[config.mk]
export PLATFORM = sky130hd
export DESIGN_NAME = scan_mux_reg
export DESIGN_NICKNAME = d
export VERILOG_FILES = /design/src/rtl/scan_mux_reg.sv
export SDC_FILE = /design/constraint.sdc
export NUM_CORES = 1
export LEC_CHECK = 0
export ABC_AREA = 1
export ABC_CLOCK_PERIOD_IN_PS = 4600
export CAP_MARGIN = 20
export CORE_MARGIN = 4
export CORE_UTILIZATION = 60
export CTS_CLUSTER_DIAMETER = 200
export DETAILED_ROUTE_END_ITERATION = 6
export DONT_BUFFER_PORTS = 1
export GPL_ROUTABILITY_DRIVEN = 0
export PLACE_DENSITY = 0.84
export RECOVER_POWER = 25
export SETUP_SLACK_MARGIN = 0.4
export SLEW_MARGIN = 15
export SYNTH_ARGS = -nofsm -noshare
export SYNTH_HDL_FRONTEND = slang
export SYNTH_SLANG_ARGS = --single-unit
[constraint.sdc]
create_clock -name Clk -period 4.6 [get_ports Clk]
set_input_delay 0.23 -clock Clk [delete_from_list [all_inputs] [get_ports Clk]]
set_output_delay 0.23 -clock Clk [all_outputs]
set_load 0.01 [all_outputs]
[src/rtl/scan_mux_reg.sv]
// Registered N-channel, W-bit mux with manual select, masked auto-scan with
// per-channel dwell, and a valid/ready output stage.
module scan_mux_reg #(
    parameter int WIDTH    = 8,
    parameter int CHANNELS = 8,
    parameter int SEL_W    = 3,
    parameter int DWELL    = 4
) (
    input  logic                      Clk,
    input  logic                      Rst_n,
    input  logic [CHANNELS*WIDTH-1:0] I,
    input  logic [SEL_W-1:0]          Select_Line,
    input  logic                      Mode,
    input  logic                      Enable,
    input  logic [CHANNELS-1:0]       Ch_Mask,
    input  logic                      Out_Ready,
    output logic [WIDTH-1:0]          Out,
    output logic                      Out_Valid,
    output logic [SEL_W-1:0]          Cur_Ch,
    output logic                      Sel_Err
);
    localparam int CNT_W = $clog2(DWELL + 1);

    logic [CHANNELS-1:0][WIDTH-1:0] ch;
    assign ch = I;

    logic [SEL_W-1:0] ptr;
    logic [CNT_W-1:0] dwell_cnt;
    logic             prev_mode;

    // First set mask bit at or after start, wrapping CHANNELS-1 -> 0.
    function automatic logic [SEL_W-1:0] first_set(input logic [CHANNELS-1:0] mask,
                                                   input int start);
        logic [CHANNELS-1:0] rot;
        int                  idx;
        logic                found;
        first_set = '0;
        found     = 1'b0;
        for (int off = 0; off < CHANNELS; off++) begin
            idx = start + off;
            if (idx >= CHANNELS) idx = idx - CHANNELS;
            rot = mask >> idx;
            if (!found && rot[0]) begin
                first_set = SEL_W'(idx);
                found     = 1'b1;
            end
        end
    endfunction

    logic             mode_sw, avail, load, sel_in_range;
    logic [SEL_W-1:0] base, eff, nxt, data_idx;
    logic [CNT_W-1:0] cnt_base, cnt_inc;
    logic [WIDTH-1:0] sel_data;
    int               nxt_start;

    always_comb begin
        mode_sw  = (Mode != prev_mode);
        base     = mode_sw ? '0 : ptr;
        cnt_base = mode_sw ? '0 : dwell_cnt;
        eff      = first_set(Ch_Mask, 32'(base));
        // Landing on a different channel than the pointer restarts its dwell.
        if (eff != base) cnt_base = '0;
        cnt_inc   = cnt_base + CNT_W'(1);
        nxt_start = 32'(eff) + 1;
        if (nxt_start >= CHANNELS) nxt_start = 0;
        nxt          = first_set(Ch_Mask, nxt_start);
        sel_in_range = (32'(Select_Line) < CHANNELS);
        data_idx     = Mode ? eff : Select_Line;
        sel_data     = '0;
        for (int k = 0; k < CHANNELS; k++)
            if (32'(data_idx) == k) sel_data = ch[k];
        avail = Mode ? (|Ch_Mask) : 1'b1;
        load  = Enable & (~Out_Valid | Out_Ready) & avail;
    end

    always_ff @(posedge Clk or negedge Rst_n) begin
        if (!Rst_n) begin
            Out       <= '0;
            Out_Valid <= 1'b0;
            Cur_Ch    <= '0;
            Sel_Err   <= 1'b0;
            ptr       <= '0;
            dwell_cnt <= '0;
            prev_mode <= 1'b0;
        end else if (load) begin
            Out_Valid <= 1'b1;
            prev_mode <= Mode;
            if (Mode) begin
                Out     <= sel_data;
                Cur_Ch  <= eff;
                Sel_Err <= 1'b0;
                if (cnt_inc == CNT_W'(DWELL)) begin
                    ptr       <= nxt;
                    dwell_cnt <= '0;
                end else begin
                    ptr       <= eff;
                    dwell_cnt <= cnt_inc;
                end
            end else begin
                Out     <= sel_in_range ? sel_data : '0;
                Cur_Ch  <= Select_Line;
                Sel_Err <= ~sel_in_range;
                if (mode_sw) begin
                    ptr       <= '0;
                    dwell_cnt <= '0;
                end
            end
        end else if (Out_Ready) begin
            Out_Valid <= 1'b0;
        end
    end
endmodule

== After elaboration in Yosys (flattened, before gate mapping) ==
Index checks and enable logic that the tools add are counted.

* $add $sub $neg: 32
* $lt $le $gt $ge: 17
* Eq/ne operators: 10
* Shifts and indexed selects: 16
* Mux-type cells: 66
* Bitwise operators: 4
* Reductions and logical operators: 31

{| class="wikitable"
|+ Operators by type and width
! operator !! number
|-
| 2-to-1 mux 32 bit || 16
|-
| >> shifter 8 x 32 -> 1 bit || 16
|-
| >= comparator 32 x 5 -> 1 bit (second input constant) || 8
|-
| subtractor 32 x 5 -> 32 bit (second input constant) || 8
|-
| adder 32 x 4 -> 32 bit (second input constant) || 4
|-
| 2-to-1 mux 3 bit || 24
|-
| adder 32 x 3 -> 32 bit (second input constant) || 2
|-
| 2-to-1 mux 8 bit || 8
|-
| subtractor 4 x 4 -> 5 bit (second input constant) || 7
|-
| adder 32 x 2 -> 32 bit (second input constant) || 1
|-
| >= comparator 4 bit (second input constant) || 8
|-
| 2-to-1 mux 1 bit || 17
|-
| adder 3 x 3 -> 4 bit (second input constant) || 4
|-
| equality test 3 bit (second input constant) || 5
|-
| logical AND 1 bit || 14
|-
| zero test 1 bit || 14
|-
| adder 3 x 1 -> 4 bit (second input constant) || 2
|-
| adder 3 x 2 -> 4 bit (second input constant) || 2
|-
| OR reduction 8 bit || 1
|-
| equality test 3 x 2 -> 1 bit (second input constant) || 2
|-
| subtractor 3 x 4 -> 5 bit (second input constant) || 1
|-
| >= comparator 3 x 4 -> 1 bit (second input constant) || 1
|-
| 2-to-1 mux 4 bit || 1
|-
| adder 3 x 1 -> 3 bit (second input constant) || 1
|-
| 8 further kinds || 9
|}

* Flip-flop bits (word level): 19
* Bits of input ports: 80
* Output and inout bits: 13
* Word-level logic and storage cells: 182

== Longest topological paths before layout ==
Gate-level depths: netlist of the first run.

* Word-level depth: 57
* Gate-level depth with buffers: 42
* Depth with buffers taken out: 40

== Worst setup path after synthesis of the first run ==
No wires, ideal clock.

* Kind: reg2reg
* From: register prev_mode
* To: register ptr[1]
* Library setup time: 65 ps
* Arrival time: 4,583 ps
* Required time: 4,535 ps
* Slack: -48 ps
* Stages on the path, launching flop included: 37
* Buffers on the path: 3
* Period minus slack after synthesis: 4,648 ps
* Cell sequence: dfrtp_1 > inv_1 > nand2_1 > nand3_2 > buf_6 > inv_1 > ha_1 > clkbuf_1 > inv_1 > nand3_1 > nand3_2 > nand2_4 > nor2_8 > nand3_4 > nor3_4 > nand2_2 > inv_2 > nand2_4 > nand2_4 > buf_6 > inv_2 > ha_1 > a21oi_1 > nand2_2 > nand2_4 > clkinv_2 > ha_1 > o21a_1 > nand3_1 > inv_2 > nor3_2 > nand2_1 > nor2_1 > nand2_1 > nand3_1 > nand2_1 > nand2_1

* Word-level cells in the longest chain between the ends: 57
* Elaborated cells on any way between the ends: 148
* Those cells by class: add/sub: 32; order compare: 17; eq/ne: 3; shift: 16; mux: 52; reduce/logical: 28

{| class="wikitable"
|+ RTL lines
! item !! line !! source
|-
| start: declaration || 29 || <nowiki>logic prev_mode;</nowiki>
|-
| start signal: assignment || 87 || <nowiki>prev_mode <= Mode;</nowiki>
|-
| != test 1 bit * || 57 || <nowiki>mode_sw = (Mode != prev_mode);</nowiki>
|-
| branches (longest 55 deep; another with subtractor 4 x 4 -> 5 bit) || -- ||
|-
| 2-to-1 mux 3 bit * || 88 || <nowiki>if (Mode) begin</nowiki>
|-
| end signal: assignment || 93 || <nowiki>ptr <= nxt;</nowiki>
|-
| end: declaration || 27 || <nowiki>logic [SEL_W-1:0] ptr;</nowiki>
|}

Mark *: on every way between the ends.
A chain may end at the register's enable or synchronous reset.

== Final worst setup path of the first run ==
* From: register prev_mode
* To: register ptr[0]

Same word-level chain as after synthesis.

==> out/qor.yml, run 1 <==
outcome: "finished with violations"
violations: "design-rule violations"
tns_ns: 0
antenna_found_initial: 0
wl_um: 13860
drc_errors: 21
first_iter_violations: 699
ys.flop_type: "dfrtp_1"
end_kind: "flip-flop"
synthArstFlopShare: 1.000
cp-start-kind: "flip-flop"
core_region_area_um2: 5238
post_route_cells_drive_above_1_share: 0.3108
rr_startpoint: "prev_mode"
cts_buffers: 3
pre_cts_slack_ns: 0.08926
io_pins: 93
synth-edff-count: 0
slew_violations: 0
numPortBuffers: 0
maxCapViolations: 0
cts_tree: "yes"
cp_max_fo: 6
die_w_um: 82.45
die_y_um: 82.45
synth.distinct_cells: 47
r2r_end: "ptr[0]"
syn_inst: 538
h-tree-depth: 1
avgSynthCellArea_um2: 6.182
rows: 26
vias: 4490
wl_per_cell_um: 20.94
max_slew_margin: 0.4332
r2r_cells: 35
grt_setup_unrepaired: "true"
cts_buffer_depth: 2
fin_ws_ns: 0.08235
cpMaxStageDelayCell: "dfrtp_1"
fin_worst_skew_ns: 0.001400
clock-sinks: 19
cp_data_required_time_ns: 4.74
crit_type: "flip-flop to flip-flop"
hold_class: "input pin to flip-flop"
critPathLaunch: "prev_mode"
grt_overflow: 0
ys_seq_area_frac: 0.1430
period_needed_ns: 4.518
worst_ep_arrival_time_ns: 4.66
slowest_delay_ns: 0.42
vias_per_cell: 6.782
period_share: 0.9821
crit_path_frequent_cell: "nand3_4"
grt_pass1_wl_um: 16570
grt_max_degree: 24
reg2reg_slack_ns: 0.08
grt_usage: 0.3105
endpoint: "ptr[0]"
fin_nets: 692
clock_latency_ns: 0.25
grt_pass1_vias: 3521
setup_viol: 0
firstDrtPassIters: 7
root_buffer: "clkbuf_8"
diodes: 0
hold_viol_final: 0
die-area_um2: 6798
ys_ff_latch: 19
cts.clk_slew.worst_paths_ns: 0.07
syn_area_um2: 3326
start_util: 0.6350
area_growth_pct: 30.17
synth_warnings: 0
fmax_ghz: 0.2214
hpwlAfterDp_um: 8179
ant_nets: 0
tightest_slew_ns: 0.8474
==> sequential cells by signal, summed over array words and instances (netlist names) <==
register   count
dwell_cnt      3
Out            8
ptr            3
Cur_Ch         3
prev_mode      1
Out_Valid      1
==> per-layer routing <==
layer,track usage,up-vias,part of all wire
met5,0,-,0
met4,0.1080,0,0.076
met3,0.03362,139,0.11
met2,0.5593,424,0.47
met1,0.3797,2012,0.35
li1,-,1915,-
==> worst min path at each step <==
stage	start	end	slack, ns	cells past startpoint
4_1_cts	Out_Ready	Out_Valid	0.15	3
3_3_place_gp	Rst_n	Out[4]	-0.07	0
2_1_floorplan	Rst_n	Cur_Ch[0]	-0.07	0
3_5_place_dp	Rst_n	Out[0]	-0.07	0
6_report	Out_Ready	Out_Valid	0.15	3
5_1_grt	I[61]	Out[5]	0.17	2
==> through the flow <==
| step | utilization | instances | hold WS [ns] | area (um2) |
|---|---|---|---|---|
| finish | 0.8266 | 662 | 0.1514 | 4329 |
| global route | 0.8266 | 662 | 0.1683 | 4329 |
| CTS | 0.7100 | 623 | 0.1474 | 3719 |
| detailed placement | 0.6739 | 604 | -0.06529 | 3530 |
| global placement | 0.6739 | 604 | -0.06522 | 3530 |
| floorplan | - | 540 | -0.06559 | 3498 |
==> area by class of cell <==
class	count	area [um2]
Fill cell	325	908.4
Inverter	60	289.0
Tap cell	70	87.58
Clock inverter	1	5.005
Multi-Input combinational cell	452	2992
Timing Repair inverter	1	8.758
Clock buffer	3	41.29
Timing Repair Buffer	56	430.4
Sequential cell	19	475.5
==> synthesized netlist by cell type (all sizes together), types with 4 or more instances <==
library cell	n	area share
nand2	177	0.23
nand3	112	0.20
inv	57	0.066
nor2	35	0.053
o21ai	35	0.059
a21oi	20	0.030
dfrtp	19	0.14
ha	19	0.071
nand4	13	0.031
nor3	8	0.021
buf	6	0.017
a221oi	4	0.011
clkbuf	4	0.0045
nand3b	4	0.0090
o21a	4	0.0090
==> repair_timing <==
| action | 4_1_cts | 5_1_grt |
|---|---|---|
| resized for setup | 7 | 61 |
| pin swaps | 12 | 30 |
| gates cloned | 1 | 1 |
| setup buffers | 13 | 38 |
| hold buffers | 1 | 0 |
| endpoints found under the hold margin | 19 | 0 |
| endpoints found under the setup margin | 5 | 11 |
==> logic make-up (layout without fill, tap and decap cells) <==
logic type      Yosys count  after routing  share of synthesized area
compound gates           72             72                     0.1283
xor+xnor                  4              4                    0.01279
fa+ha+maj                19             19                    0.07148
buf+inv                  70            121                    0.09179
flops                    19             19                     0.1430
other cells               2              4                   0.002258
simple gates            352            353                     0.5504
==> cell usage in the layout, fill, tap and decap left out, types with 7 or more instances in the layout <==
master	count
nand3_1	80
nand2_2	14
o21ai_1	17
a21oi_1	18
o21ai_2	7
nand3_2	18
dfrtp_1	19
inv_1	36
inv_2	13
nand2_1	152
nand3_4	14
ha_1	11
o21ai_0	10
buf_4	53
nand4_1	11
ha_4	8
nor2_1	25
==> critical path: cells and delay by family (launching register included) <==
family                   cells  cell delay [ns]
adder cells (fa/ha/maj)      2             0.40
buffers and inverters        8             0.81
flip-flops                   1             0.42
AND/OR/NAND/NOR             25             2.72
Power of run 1 is not shown: default switching activity piles up to over one toggle a cycle in this logic, so the estimate is an artifact.
==> inputs of run 2 (changes only) <==
GPL_TIMING_DRIVEN = 0   (was unset)
PLACE_DENSITY = unset   (was 0.84)
PLACE_DENSITY_LB_ADDON = 0.25   (was unset)
==> out/qor.yml, run 2 (same netlist as run 1, synthesis figures left out) <==
final_common_cell: "nand2_1"
area_growth_pct: 36.91
die_w_um: 82.45  # unchanged
period_needed_ns: 4.517  # -0.0007607 ns
core_region_area_um2: 5238  # unchanged
slowest_delay_ns: 0.44  # +0.02 ns
cts_tree: "yes"
max_slew_margin: 0.4316  # -0.001560
grt_usage: 0.3541  # +0.04361
drc_errors: 1  # -95%
post_route_cells_drive_above_1_share: 0.3415  # +0.03073
hold_viol_final: 0  # unchanged
grt_max_degree: 20  # -17%
worst_ep_arrival_time_ns: 4.68  # +0.02 ns
cts_buffers: 3  # unchanged
cts_buffer_depth: 2  # unchanged
die_y_um: 82.45  # unchanged
violations: "design-rule violations"
io_pins: 93  # unchanged
h-tree-depth: 1  # unchanged
die-area_um2: 6798  # unchanged
end_kind: "flip-flop"
pre_cts_slack_ns: -0.1768  # -0.2661 ns
final_cell_mix: "nand2_1 (149), nand3_1 (77), buf_4 (62)"
diodes: 0  # unchanged
slew_violations: 0  # unchanged
crit_buf_inv: 9  # +1
crit_type: "flip-flop to flip-flop"
top_register: "Out"
tightest_slew_ns: 0.8497  # +0.002333 ns
start_util: 0.6350  # unchanged
maxCapViolations: 0  # unchanged
grt_pass1_wl_um: 18890  # +14%
grt_overflow: 0  # unchanged
setup_viol: 0  # unchanged
nFillCells: 295  # -9.2%
cpMaxStageDelayCell: "dfrtp_1"
firstDrtPassIters: 7  # unchanged
cts.clk_slew.worst_paths_ns: 0.08  # about the same
hold_class: "input pin to flip-flop"
fin_ws_ns: 0.08311  # +0.0007607 ns
outcome: "finished with violations"
fin_nets: 709  # +2.5%
fmax_ghz: 0.2214  # about the same
clock-sinks: 19  # unchanged
root_buffer: "clkbuf_8"
ant_nets: 0  # unchanged
clock_latency_ns: 0.26  # about the same
vias_per_cell: 6.670  # -1.7%
cp_data_required_time_ns: 4.76  # +0.02 ns
wl_per_cell_um: 20.15  # -3.8%
hpwlAfterDp_um: 7841  # -4.1%
grt_setup_unrepaired: "true"
cp-start-kind: "flip-flop"
rows: 26  # unchanged
grt_pass1_vias: 4133  # +17%
antenna_found_initial: 0  # unchanged
vias: 4529  # +0.87%
fin_worst_skew_ns: 0.005253  # +0.003853 ns
cpLargestDelayFamily: "simple AND/OR/NAND/NOR gates"
fin_util: 0.8693  # +0.04276
cp_max_fo: 8  # +2
first_iter_violations: 800  # +14%
period_share: 0.9819  # about the same
largest_reg_flops: 8  # unchanged
wl_um: 13680  # -1.3%
numPortBuffers: 0  # unchanged
[run 2: area by class of cell]
type / count / area (um2) / share of cell area
Multi-Input combinational cell: 451 / 3043 / 0.6683
Timing Repair Buffer: 65 / 501.7 / 0.1102
Sequential cell: 19 / 475.5 / 0.1044
Inverter: 60 / 290.3 / 0.06375
Buffer: 10 / 108.9 / 0.02391
Tap cell: 70 / 87.58 / 0.01924
Clock buffer: 3 / 41.29 / 0.009068
Clock inverter: 1 / 5.005 / 0.001099
[run 2: worst paths after layout]
path                              start           end  slack [ns]  cells past startpoint
min                               I[61]        Out[5]        0.14                      2
max                           prev_mode        ptr[0]        0.08                     36
min reg2reg                dwell_cnt[2]  dwell_cnt[2]        0.53                      1
min in group asynchronous         Rst_n        ptr[0]        0.52                      1
max reg2reg                   prev_mode        ptr[0]        0.08                     36
max in group asynchronous         Rst_n        Out[6]        3.56                      1
[run 2: metrics by stage]
step,hold WS [ns],cell area (um2),instances,setup TNS (ns)
floorplan,-0.06559,3498,540,0
finish,0.1403,4553,679,0
global placement,-0.06523,3586,610,-0.1720
detailed placement,-0.06523,3586,610,-0.4626
CTS,0.1507,4151,658,0
global route,0.1500,4553,679,-0.2023
[run 2: what timing repair did]
action | in CTS | in global routing
gates resized for setup | 37 | 50
setup endpoints to repair | 4 | 11
hold buffers | 1 | 0
hold endpoints to repair | 19 | 0
pin swaps | 39 | 29
buffers inserted | 43 | 21
[run 2: routing by layer]
metal  global-route usage  wire length, um  up-vias
met4               0.1960              952        0
met3              0.05206             1519      136
met5                    0                0        -
li1                     -                -     1949
met1               0.4013             4709     2026
met2               0.6306             6501      418
Power of run 2 is left out for the same reason.
